<file path="src/rtl/parking_pkg.sv">
// Shared definitions for the parking gate controller.
//   gate_state_e  : controller FSM states
//   NUM_SLOTS     : slots in the pool, numbered 1..NUM_SLOTS (slot 0 is invalid)
//   slot_code()   : passcode issued for a slot
//   highest_free(): highest-numbered free slot, 0 when the pool is full
//   slot_mask()   : one-hot occupancy mask for a slot number
package parking_pkg;

  localparam int unsigned NUM_SLOTS = 7;

  typedef enum logic [1:0] {
    IDLE,
    EXIT_CHECK,
    GATE_OPEN
  } gate_state_e;

  // Running sum of the Fibonacci terms 1,2,3,5,8,13,21,34 up to term s+1.
  function automatic logic [7:0] slot_code(input logic [2:0] s);
    logic [7:0] c;
    case (s)
      3'd1:    c = 8'd3;
      3'd2:    c = 8'd6;
      3'd3:    c = 8'd11;
      3'd4:    c = 8'd19;
      3'd5:    c = 8'd32;
      3'd6:    c = 8'd53;
      3'd7:    c = 8'd87;
      default: c = 8'd0;
    endcase
    return c;
  endfunction

  // Ascending scan so the last free slot seen (the highest) wins.
  function automatic logic [2:0] highest_free(input logic [NUM_SLOTS:1] occ);
    logic [2:0] r;
    r = '0;
    for (int unsigned s = 1; s <= NUM_SLOTS; s++) begin
      if (!occ[s]) r = 3'(s);
    end
    return r;
  endfunction

  // Slot 0 maps to an empty mask, so it can never match an occupied bit.
  function automatic logic [NUM_SLOTS:1] slot_mask(input logic [2:0] s);
    logic [NUM_SLOTS:1] m;
    m = '0;
    for (int unsigned i = 1; i <= NUM_SLOTS; i++) begin
      if (3'(i) == s) m[i] = 1'b1;
    end
    return m;
  endfunction

endpackage

</file>
<file path="src/rtl/parking_rr_arb.sv">
// Round-robin arbiter for the entry lanes.
//   i_clk, i_rst : clock, synchronous active-high reset
//   i_req        : per-lane request levels
//   i_update     : a grant was taken this cycle; advance priority past the winner
//   o_gnt        : combinational one-hot winner (zero when no request)
//   o_any        : at least one lane is requesting
// r_ptr is the lane with highest priority; it resets to lane 0.
module parking_rr_arb #(
  parameter int unsigned N = 2
) (
  input  logic         i_clk,
  input  logic         i_rst,
  input  logic [N-1:0] i_req,
  input  logic         i_update,
  output logic [N-1:0] o_gnt,
  output logic         o_any
);

  localparam int unsigned PW = (N > 1) ? $clog2(N) : 1;

  logic [PW-1:0] r_ptr;
  logic [PW-1:0] w_win;
  logic [PW-1:0] w_idx;

  always_comb begin
    o_gnt = '0;
    o_any = 1'b0;
    w_win = '0;
    w_idx = '0;
    for (int unsigned i = 0; i < N; i++) begin
      w_idx = PW'((32'(r_ptr) + i) % N);
      if (!o_any && i_req[w_idx]) begin
        o_any        = 1'b1;
        w_win        = w_idx;
        o_gnt[w_idx] = 1'b1;
      end
    end
  end

  always_ff @(posedge i_clk) begin
    if (i_rst) begin
      r_ptr <= '0;
    end else if (i_update) begin
      r_ptr <= PW'((32'(w_win) + 1) % N);
    end
  end

endmodule

</file>
<file path="src/rtl/parking_gate_ctrl.sv">
// Parking barrier and slot-pool sequencer.
//   enable          : clock (rising edge)
//   gl_reset        : synchronous active-high reset
//   entry_req       : per-lane entry request, held until entry_gnt
//   exit_req        : exit request, held until exit_ack
//   exit_from       : slot being vacated (1..7)
//   exit_code       : passcode keyed at exit
//   entry_gnt       : one-hot, one-cycle grant pulse
//   slot_id         : slot allocated with the latest grant
//   pass_code       : passcode for slot_id, held until the next grant
//   exit_ack        : one-cycle pulse when an exit is resolved
//   register        : occupancy bitmap [7:1], 1 = occupied
//   available_slots : free slot count
//   can_park        : available_slots != 0
//   gate_open       : barrier drive
//   g_led, r_led    : exit pass / fail lamps
module parking_gate_ctrl
  import parking_pkg::*;
#(
  parameter int unsigned N_ENTRY     = 2,
  parameter int unsigned OPEN_CYCLES = 4
) (
  input  logic               enable,
  input  logic               gl_reset,
  input  logic [N_ENTRY-1:0] entry_req,
  input  logic               exit_req,
  input  logic [2:0]         exit_from,
  input  logic [7:0]         exit_code,
  output logic [N_ENTRY-1:0] entry_gnt,
  output logic [2:0]         slot_id,
  output logic [7:0]         pass_code,
  output logic               exit_ack,
  output logic [NUM_SLOTS:1] register,
  output logic [2:0]         available_slots,
  output logic               can_park,
  output logic               gate_open,
  output logic               g_led,
  output logic               r_led
);

  gate_state_e        r_state, w_state_n;
  logic [3:0]         r_timer, w_timer_n;
  logic [NUM_SLOTS:1] r_occ, w_occ_n;
  logic [2:0]         r_avail, w_avail_n;
  logic               r_can_park, w_can_park_n;
  logic               r_gate, w_gate_n;
  logic               r_gled, w_gled_n;
  logic               r_rled, w_rled_n;
  logic [N_ENTRY-1:0] r_gnt, w_gnt_n;
  logic               r_ack, w_ack_n;
  logic [2:0]         r_slot, w_slot_n;
  logic [7:0]         r_code, w_code_n;
  logic [2:0]         r_xfrom, w_xfrom_n;
  logic [7:0]         r_xcode, w_xcode_n;

  logic [N_ENTRY-1:0] w_arb_gnt;
  logic               w_arb_any;
  logic               w_rr_update;
  logic [2:0]         w_alloc;
  logic               w_exit_pass;

  parking_rr_arb #(
    .N (N_ENTRY)
  ) u_arb (
    .i_clk    (enable),
    .i_rst    (gl_reset),
    .i_req    (entry_req),
    .i_update (w_rr_update),
    .o_gnt    (w_arb_gnt),
    .o_any    (w_arb_any)
  );

  assign w_alloc     = highest_free(r_occ);
  assign w_exit_pass = ((r_occ & slot_mask(r_xfrom)) != '0) &&
                       (r_xcode == slot_code(r_xfrom));

  always_comb begin
    w_state_n   = r_state;
    w_timer_n   = r_timer;
    w_occ_n     = r_occ;
    w_avail_n   = r_avail;
    w_gate_n    = r_gate;
    w_gled_n    = r_gled;
    w_rled_n    = r_rled;
    w_gnt_n     = '0;
    w_ack_n     = 1'b0;
    w_slot_n    = r_slot;
    w_code_n    = r_code;
    w_xfrom_n   = r_xfrom;
    w_xcode_n   = r_xcode;
    w_rr_update = 1'b0;

    unique case (r_state)
      IDLE: begin
        // Exit wins a tie with entry: it can only free capacity.
        if (exit_req) begin
          w_xfrom_n = exit_from;
          w_xcode_n = exit_code;
          w_state_n = EXIT_CHECK;
        end else if (w_arb_any && (r_avail != '0)) begin
          w_occ_n     = r_occ | slot_mask(w_alloc);
          w_avail_n   = r_avail - 3'd1;
          w_gnt_n     = w_arb_gnt;
          w_slot_n    = w_alloc;
          w_code_n    = slot_code(w_alloc);
          w_gled_n    = 1'b0;
          w_rled_n    = 1'b0;
          w_timer_n   = 4'(OPEN_CYCLES);
          w_gate_n    = 1'b1;
          w_rr_update = 1'b1;
          w_state_n   = GATE_OPEN;
        end
      end
      EXIT_CHECK: begin
        // Ack is registered with the result; the requester drops exit_req
        // in the ack cycle, before IDLE samples it again.
        w_ack_n = 1'b1;
        if (w_exit_pass) begin
          w_occ_n   = r_occ & ~slot_mask(r_xfrom);
          w_avail_n = r_avail + 3'd1;
          w_gled_n  = 1'b1;
          w_rled_n  = 1'b0;
          w_timer_n = 4'(OPEN_CYCLES);
          w_gate_n  = 1'b1;
          w_state_n = GATE_OPEN;
        end else begin
          w_gled_n  = 1'b0;
          w_rled_n  = 1'b1;
          w_state_n = IDLE;
        end
      end
      GATE_OPEN: begin
        w_timer_n = r_timer - 4'd1;
        if (w_timer_n == '0) begin
          w_gate_n  = 1'b0;
          w_state_n = IDLE;
        end
      end
      default: w_state_n = IDLE;
    endcase

    w_can_park_n = (w_avail_n != '0);
  end

  always_ff @(posedge enable) begin
    if (gl_reset) begin
      r_state    <= IDLE;
      r_timer    <= '0;
      r_occ      <= '0;
      r_avail    <= 3'(NUM_SLOTS);
      r_can_park <= 1'b1;
      r_gate     <= 1'b0;
      r_gled     <= 1'b0;
      r_rled     <= 1'b0;
      r_gnt      <= '0;
      r_ack      <= 1'b0;
      r_slot     <= '0;
      r_code     <= '0;
      r_xfrom    <= '0;
      r_xcode    <= '0;
    end else begin
      r_state    <= w_state_n;
      r_timer    <= w_timer_n;
      r_occ      <= w_occ_n;
      r_avail    <= w_avail_n;
      r_can_park <= w_can_park_n;
      r_gate     <= w_gate_n;
      r_gled     <= w_gled_n;
      r_rled     <= w_rled_n;
      r_gnt      <= w_gnt_n;
      r_ack      <= w_ack_n;
      r_slot     <= w_slot_n;
      r_code     <= w_code_n;
      r_xfrom    <= w_xfrom_n;
      r_xcode    <= w_xcode_n;
    end
  end

  assign entry_gnt       = r_gnt;
  assign slot_id         = r_slot;
  assign pass_code       = r_code;
  assign exit_ack        = r_ack;
  assign register        = r_occ;
  assign available_slots = r_avail;
  assign can_park        = r_can_park;
  assign gate_open       = r_gate;
  assign g_led           = r_gled;
  assign r_led           = r_rled;

endmodule

</file>
<file path="config.mk">
export PLATFORM = sky130hd
export DESIGN_NAME = parking_gate_ctrl
export DESIGN_NICKNAME = d
export VERILOG_FILES = /design/src/rtl/parking_pkg.sv /design/src/rtl/parking_rr_arb.sv /design/src/rtl/parking_gate_ctrl.sv
export SDC_FILE = /design/constraint.sdc
export NUM_CORES = 1
export LEC_CHECK = 0
export ABC_AREA = 1
export BUFFER_PORTS_ARGS = -buffer_cell sky130_fd_sc_hd__buf_2
export CAP_MARGIN = 10
export CORE_MARGIN = 8
export CORE_UTILIZATION = 51
export CTS_CLUSTER_SIZE = 20
export DETAILED_ROUTE_END_ITERATION = 8
export PLACE_DENSITY = 0.78
export SETUP_SLACK_MARGIN = 0.2
export SLEW_MARGIN = 10
export SYNTH_ARGS = -nofsm -noshare
export SYNTH_HDL_FRONTEND = slang
export SYNTH_SLANG_ARGS = --single-unit
</file>
<file path="constraint.sdc">
create_clock -name enable -period 1.7 [get_ports enable]
set_clock_uncertainty 0.1 [all_clocks]
set_input_delay 0.255 -clock enable [delete_from_list [all_inputs] [get_ports enable]]
set_output_delay 0.255 -clock enable [all_outputs]
set_load 0.05 [all_outputs]
</file>
==> results by group, run 1 <==
Run status
  • Run status: finished with violations
  • Violated checks: setup timing

Critical path
  • Crit path kind: reg -> reg
  • Crit path DAT: 2080 ps
  • CP Max Fanout: 7
  • CP required: 1810 ps
  • CP Launch Type: flip-flop
  • Worst Setup End Kind: flip-flop

GRT
  • First-pass GRT wire length: 13300 um
  • GRT Util Overall: 21.6%
  • Initial antenna violation count: 0
  • Grt ovf: 0
  • Largest net degree at the start of global routing: 20
  • Vias in the first global route: 2981

Logic synthesis
  • Synth top area share: 35.1%
  • Synthesized cell area: 0.00257 sq mm
  • #FFs+latches synth: 45
  • Net count after synthesis: 403
  • Synth unique cells: 34
  • Synthesized instance count: 379
  • Ys async rst share: 0%
  • Post-synth top area cell: dfxtp_1
  • Synth top area cells: dfxtp_1, nand2_1, inv_1
  • Predominant post-synthesis flop cell: dfxtp_1
  • Post-synth EDFFs: 0
  • Post-Synthesis Mean Instance Area: 6.78 sq um
  • Post-synthesis sequential area ratio: 35.1%
  • Ys Warns: 0

Drt
  • Total Wirelength: 9540 um
  • Via Count: 3152
  • DRT iter0 DRCs: 299
  • DRT Pass-1 Iters: 4
  • Post-DR vias/cell: 5.69
  • Avg WL per Cell: 17.2 um
  • Final ANT Viol Nets: 0
  • DR DRC count: 0

Power
  • Pint: 2.48 mW
  • LEAKAGE: 1.82 nW
  • VDD IR max: 0.869 mV
  • Flop pwr share: 31.4%
  • Power per cell area: 1060 mW/mm^2
  • Comb pwr share: 48.2%
  • Switch Pwr: 1.78 mW
  • Clock network fraction of design power: 20.3%
  • Switching portion of total power: 41.7%

Finish
  • Fin util: 80.4%
  • Layout cell share with drive strength beyond 1: 52.7%
  • P&R area growth vs syn: 55.7%
  • Fillers: 299
  • N_diodes: 0
  • Layout Nets: 507

Clocking
  • Root Driver: clkbuf_8
  • Max clock buf depth: 2
  • Clk_lat worst skew: 310 ps
  • CTS clk-pin slew, worst paths: 90 ps
  • CTS sink cnt: 45
  • CTS tree: built
  • CTS buffer count: 5
  • Cts hold-fix bufs: 0
  • H-tree depth: 2

Floorplanning
  • Die height: 87.0 um
  • Core ar.: 0.00498 sq mm
  • Initial core utilization: 51.6%
  • Die width: 87.0 um
  • FP Rows: 26
  • Die area: 0.00757 sq mm
  • I/O pins: 44

Min path
  • Worst hold-check path type: in -> reg

Flow run
  • Max Cap Violations: 0

STA
  • Setup violators final: 20
  • Setup TNS: -3580 ps
  • Period Utilization, post-route: 116%
  • Final hold vios: 0
  • Final worst slack: -274 ps
  • RSZ-0062 raised after global routing: yes
  • Post-layout min period: 1970 ps
  • Max Slew Vio Count: 0
  • Max Freq: 507 MHz

Placement
  • # port buffers: 42
  • DP Wirelength: 5330 um
  • Routability cong.: 0.926
[cells by family after synthesis]
| kind of cell | after synthesis | share of synthesized area [%] |
|---|---|---|
| flops | 45 | 35.1 |
| buf+inv | 62 | 10.3 |
| fa+ha+maj | 8 | 3.89 |
| simple gates | 190 | 34.5 |
| compound gates | 70 | 15.0 |
| other cells | 1 | 0.146 |
| xor+xnor | 3 | 1.02 |
[synth_stat cells (2+ instances only)]
master,n
nand4_1,9
o21ai_0,26
ha_1,8
nor2_4,2
nor2_1,35
buf_2,2
nand3_1,29
a21oi_2,5
dfxtp_1,45
o31ai_1,2
xor2_1,3
inv_2,2
clkinv_1,3
nor2_2,2
o211ai_1,2
nand3_2,7
nand3b_1,2
buf_4,3
nand2_1,93
inv_1,42
nor3_1,4
nand2_2,4
nand2_4,2
a21oi_1,31
clkbuf_1,7
[critical path: stages, from the launching register on]
cell	delay (ps)
dfxtp_4	420
buf_16	130
nand3_2	90
nor2_2	150
nor2_1	70
nand2_1	90
nor2_2	50
nor2_2	140
nand2_2	90
nand2_4	130
nand2_4	110
nand2_4	90
nand2_2	50
nor2_2	100
nand2_1	70
[layout make-up]
| type | instances | area (sq um) | area share, % |
|---|---|---|---|
| Clock buffer | 5 | 68.8 | 1.72 |
| Clock inverter | 3 | 43.8 | 1.09 |
| Inverter | 47 | 191 | 4.78 |
| Multi-Input combinational cell | 272 | 1800 | 45.1 |
| Sequential cell | 45 | 943 | 23.6 |
| Tap cell | 70 | 87.6 | 2.19 |
| Timing Repair Buffer | 112 | 863 | 21.6 |
[metal layers]
metal	vias to the layer above	part of all wire, %	GRT usage, %
met3	47	8.0	4.81
li1	1430	-	-
met4	0	4.8	8.61
met2	191	50	38.0
met5	-	0	0
met1	1484	38	24.6
[sequential cells by signal, indices dropped and copies added, names as in the netlist, named ones only]
name             flops
exit_ack             1
can_park             1
entry_gnt            2
pass_code            7
gate_open            1
available_slots      3
r_led                1
slot_id              3
r_xfrom              3
register             7
g_led                1
r_timer              4
r_state              2
r_xcode              8
[path summary, 6_finish.rpt]
path / cells after the start / slack, ps / endpoint / from
hold / removal: 3 / 100 / r_xcode[5]$_SDFFE_PP0P_ / exit_code[5]
setup reg to reg: 14 / -270 / can_park$_SDFF_PP1_ / r_xfrom[1]$_SDFFE_PP0P_
hold reg to reg: 2 / 370 / pass_code[0]$_SDFFE_PP0P_ / pass_code[0]$_SDFFE_PP0P_
setup / recovery: 14 / -270 / can_park$_SDFF_PP1_ / r_xfrom[1]$_SDFFE_PP0P_
[per-stage QoR]
stage,cell area [sq um],hold WS [ps],std cells,setup WS [ps],total power [mW]
4_1_cts,3730,114,545,-146,3.89
2_1_floorplan,2680,292,379,-3.13,2.35
6_report,4000,103,554,-274,4.26
3_3_place_gp,3220,345,519,-111,2.74
5_1_grt,4000,133,554,-395,4.45
3_5_place_dp,3220,352,519,-226,2.78
[power by group through the flow]
stage | Sequential (mW) | Combinational [mW] | Clock [mW]
detailed placement | 1.33 | 1.45 | 0
CTS | 1.32 | 1.72 | 0.851
floorplan | 1.53 | 0.818 | 0
finish | 1.34 | 2.05 | 0.867
global placement | 1.32 | 1.42 | 0
global route | 1.35 | 2.19 | 0.902
[repair_timing]
item / in CTS / in global routing
gates cloned: 2 / 0
gates resized for setup: 72 / 57
endpoints found under the setup margin: 42 / 43
pin swaps: 14 / 31
setup buffers: 16 / 9
[cell usage in the layout (no fill, tap or decap), types with 3 or more instances in the layout]
| cell | count |
|---|---|
| a21oi_1 | 17 |
| buf_2 | 42 |
| dfxtp_1 | 27 |
| clkbuf_8 | 5 |
| nand2_1 | 64 |
| a21oi_2 | 18 |
| buf_12 | 5 |
| nor2_4 | 5 |
| nand3_1 | 19 |
| nand2_2 | 22 |
| inv_2 | 9 |
| o21ai_1 | 6 |
| ha_1 | 5 |
| buf_4 | 52 |
| dfxtp_4 | 8 |
| ha_4 | 3 |
| nor2_1 | 24 |
| nand2_4 | 13 |
| o21ai_0 | 16 |
| nor2_2 | 10 |
| dfxtp_2 | 10 |
| buf_6 | 12 |
| nand3_2 | 16 |
| inv_4 | 6 |
| inv_1 | 30 |
| nand4_1 | 9 |
| o21ai_2 | 4 |
(Power assumes the default switching activity.)
==> run 2: changes to the inputs <==
GPL_TIMING_DRIVEN = 0   (was not set)
SETUP_SLACK_MARGIN = 0.5   (was 0.2)
==> run 2 against run 1 <==
Net effect: the run still ends with setup timing left; clock power is 2% lower; critical endpoint is now r_timer[3]$_SDFFE_PP0P_; register-to-register slack worse by 190 ps; sequential power hardly changed; non-clock buffer count is 13 lower; largest power group unchanged; utilization is 3.5 points higher.
==> results by group, run 2 (synthesis results as in run 1) <==
STA
  • Period Utilization, post-route: 128% (+11 points)
  • Final worst slack: -468 ps (-194 ps)
  • Max Slew Vio Count: 0 (unchanged)
  • Setup violators final: 31 (+55%)
  • Slew Limit Headroom: 50.7%
  • RSZ-0062 raised after global routing: yes
  • Post-layout min period: 2170 ps (+194 ps)
  • Final hold vios: 0 (unchanged)
  • Slew @ Worst Pin: 740 ps
  • Hold_ws: 95.5 ps (-7.91 ps)
  • Max Freq: 461 MHz (-9.0%)

Clocking
  • CTS clk-pin slew, worst paths: 100 ps (about the same)
  • H-tree depth: 2 (unchanged)
  • CTS sink cnt: 45 (unchanged)
  • Clk_lat worst skew: 320 ps (about the same)
  • Root Driver: clkbuf_8
  • Max clock buf depth: 2 (unchanged)
  • CTS tree: built
  • CTS buffer count: 5 (unchanged)

Drt
  • Total Wirelength: 10900 um (+14%)
  • DRT iter0 DRCs: 565 (+89%)
  • Via Count: 3350 (+6.3%)
  • DRT Pass-1 Iters: 5 (+1)
  • Avg WL per Cell: 20.1 um (+17%)
  • DR DRC count: 0 (unchanged)
  • Final ANT Viol Nets: 0 (unchanged)
  • Post-DR vias/cell: 6.19 (+8.8%)

Critical path
  • CP peak stage delay: 410 ps (about the same)
  • Worst R2R Setup Slack: -470 ps (-190 ps)
  • CP Max Fanout: 6 (-1)
  • Worst Setup End Kind: flip-flop
  • Crit path DAT: 2310 ps (+230 ps)
  • CP Launch Type: flip-flop
  • Worst Path Buf+Inv: 1 (unchanged)
  • CP delay by family, top: simple AND/OR/NAND/NOR gates
  • Crit path kind: reg -> reg
  • Critical path cell sequence: buf_6 -> nand3_4 -> nand2_2 -> nand2_2 -> nor2_1 -> nand2_1 -> nor2_4 -> nand2_4 -> nand2_8 -> nand2_4 -> nand2_1 -> o21ai_1 -> nor2_1
  • CP required: 1840 ps (+30 ps)
  • Highest-delay cell along the critical path: dfxtp_4

Finish
  • Most common cell after layout, fill and taps aside: nand2_1
  • Top reg by flops: r_xcode
  • P&R area growth vs syn: 62.5%
  • Layout Nets: 494 (-2.6%)
  • Most frequent cells in the layout: nand2_1, inv_1, buf_6, buf_4, nor2_1
  • Non-Filler Cell Area, Final: 0.00418 sq mm (+4.3%)
  • Layout cell share with drive strength beyond 1: 53.1% (+0.39 points)
  • Fin util: 83.9% (+3.5 points)
  • Post-Layout Cell Count: 541 (-2.3%)
  • N_diodes: 0 (unchanged)
  • Max FFs per register: 8 (unchanged)

Placement
  • # port buffers: 41 (-2.4%)
  • Placed Cells: 490 (-5.6%)
  • DP Wirelength: 5160 um (-3.3%)
  • Post-DP Area: 0.00299 sq mm (-7.3%)
  • Routability cong.: 0.878 (-5.2%)

Run status
  • Run status: finished with violations
  • Violated checks: setup timing

Flow run
  • Max Cap Violations: 0 (unchanged)

Floorplanning
  • I/O pins: 44 (unchanged)
  • FP Rows: 26 (unchanged)
  • Die area: 0.00757 sq mm (unchanged)
  • Initial core utilization: 51.6% (unchanged)
  • Die width: 87.0 um (unchanged)
  • Die height: 87.0 um (unchanged)
  • Core ar.: 0.00498 sq mm (unchanged)

GRT
  • Initial antenna violation count: 0 (unchanged)
  • First-pass GRT wire length: 12900 um (-2.8%)
  • Largest net degree at the start of global routing: 15 (-25%)
  • GRT Util Overall: 21.4% (-0.21 points)
  • Grt ovf: 0 (unchanged)
  • Vias in the first global route: 2765 (-7.2%)

Power
  • Power per cell area: 1050 mW/mm^2 (-1.2%)
  • VDD IR max: 0.760 mV (-12%)
  • LEAKAGE: 1.82 nW (-0.23%)

Min path
  • Worst hold-check path type: in -> reg
[run 2: stage by stage]
step / setup slack, ps / TNS, ps / total power, mW
6_report: -468 / -8300 / 4.39
5_1_grt: -628 / -11850 / 4.55
2_1_floorplan: -3.13 / -3.13 / 2.37
3_5_place_dp: -268 / -2810 / 2.64
3_3_place_gp: -205 / -2360 / 2.60
4_1_cts: -158 / -1690 / 3.94
[run 2: timing repair]
item | in CTS | in global routing
gates resized for setup | 161 | 68
hold buffers | 0 | 0
setup endpoints to repair | 72 | 67
pin swaps | 19 | 25
gates cloned | 4 | 2
setup buffers | 19 | 18
[run 2: final cells by class]
class / instances / area (sq um)
Clock inverter: 2 / 38.8
Timing Repair Buffer: 84 / 842
Sequential cell: 45 / 972
Buffer: 15 / 159
Multi-Input combinational cell: 272 / 1810
Inverter: 47 / 193
Tap cell: 70 / 87.6
Fill cell: 254 / 802
Clock buffer: 6 / 72.6
[run 2: path summary, 6_finish.rpt]
kind                             start                         to  depth (start not counted)
max            r_xfrom[1]$_SDFFE_PP0P_    r_timer[3]$_SDFFE_PP0P_                         13
min                       exit_code[5]    r_xcode[5]$_SDFFE_PP0P_                          3
max reg2reg    r_xfrom[1]$_SDFFE_PP0P_    r_timer[3]$_SDFFE_PP0P_                         13
min reg2reg  pass_code[0]$_SDFFE_PP0P_  pass_code[0]$_SDFFE_PP0P_                          2
[run 2: worst register-to-register path, stage by stage (launching register included)]
cell and delay (ps):
dfxtp_4 410, buf_6 160, nand3_4 130, nand2_2 90, nand2_2 60, nor2_1 160, nand2_1 160, nor2_4 190
nand2_4 110, nand2_8 140, nand2_4 90, nand2_1 80, o21ai_1 70, nor2_1 150
[run 2: metal layers]
metal | vias to the layer above | routed length [um] | track usage, %
li1 | 1421 | - | -
met5 | - | 0 | 0
met3 | 99 | 1140 | 5.09
met4 | 0 | 793 | 7.04
met1 | 1539 | 3750 | 24.1
met2 | 291 | 5210 | 38.3
[run 2: power breakdown]
| group | switching (mW) | leakage [nW] | internal (mW) |
|---|---|---|---|
| clock network | 0.407 | 0.0554 | 0.442 |
| registers | 0.149 | 0.384 | 1.21 |
| logic | 1.31 | 1.38 | 0.877 |
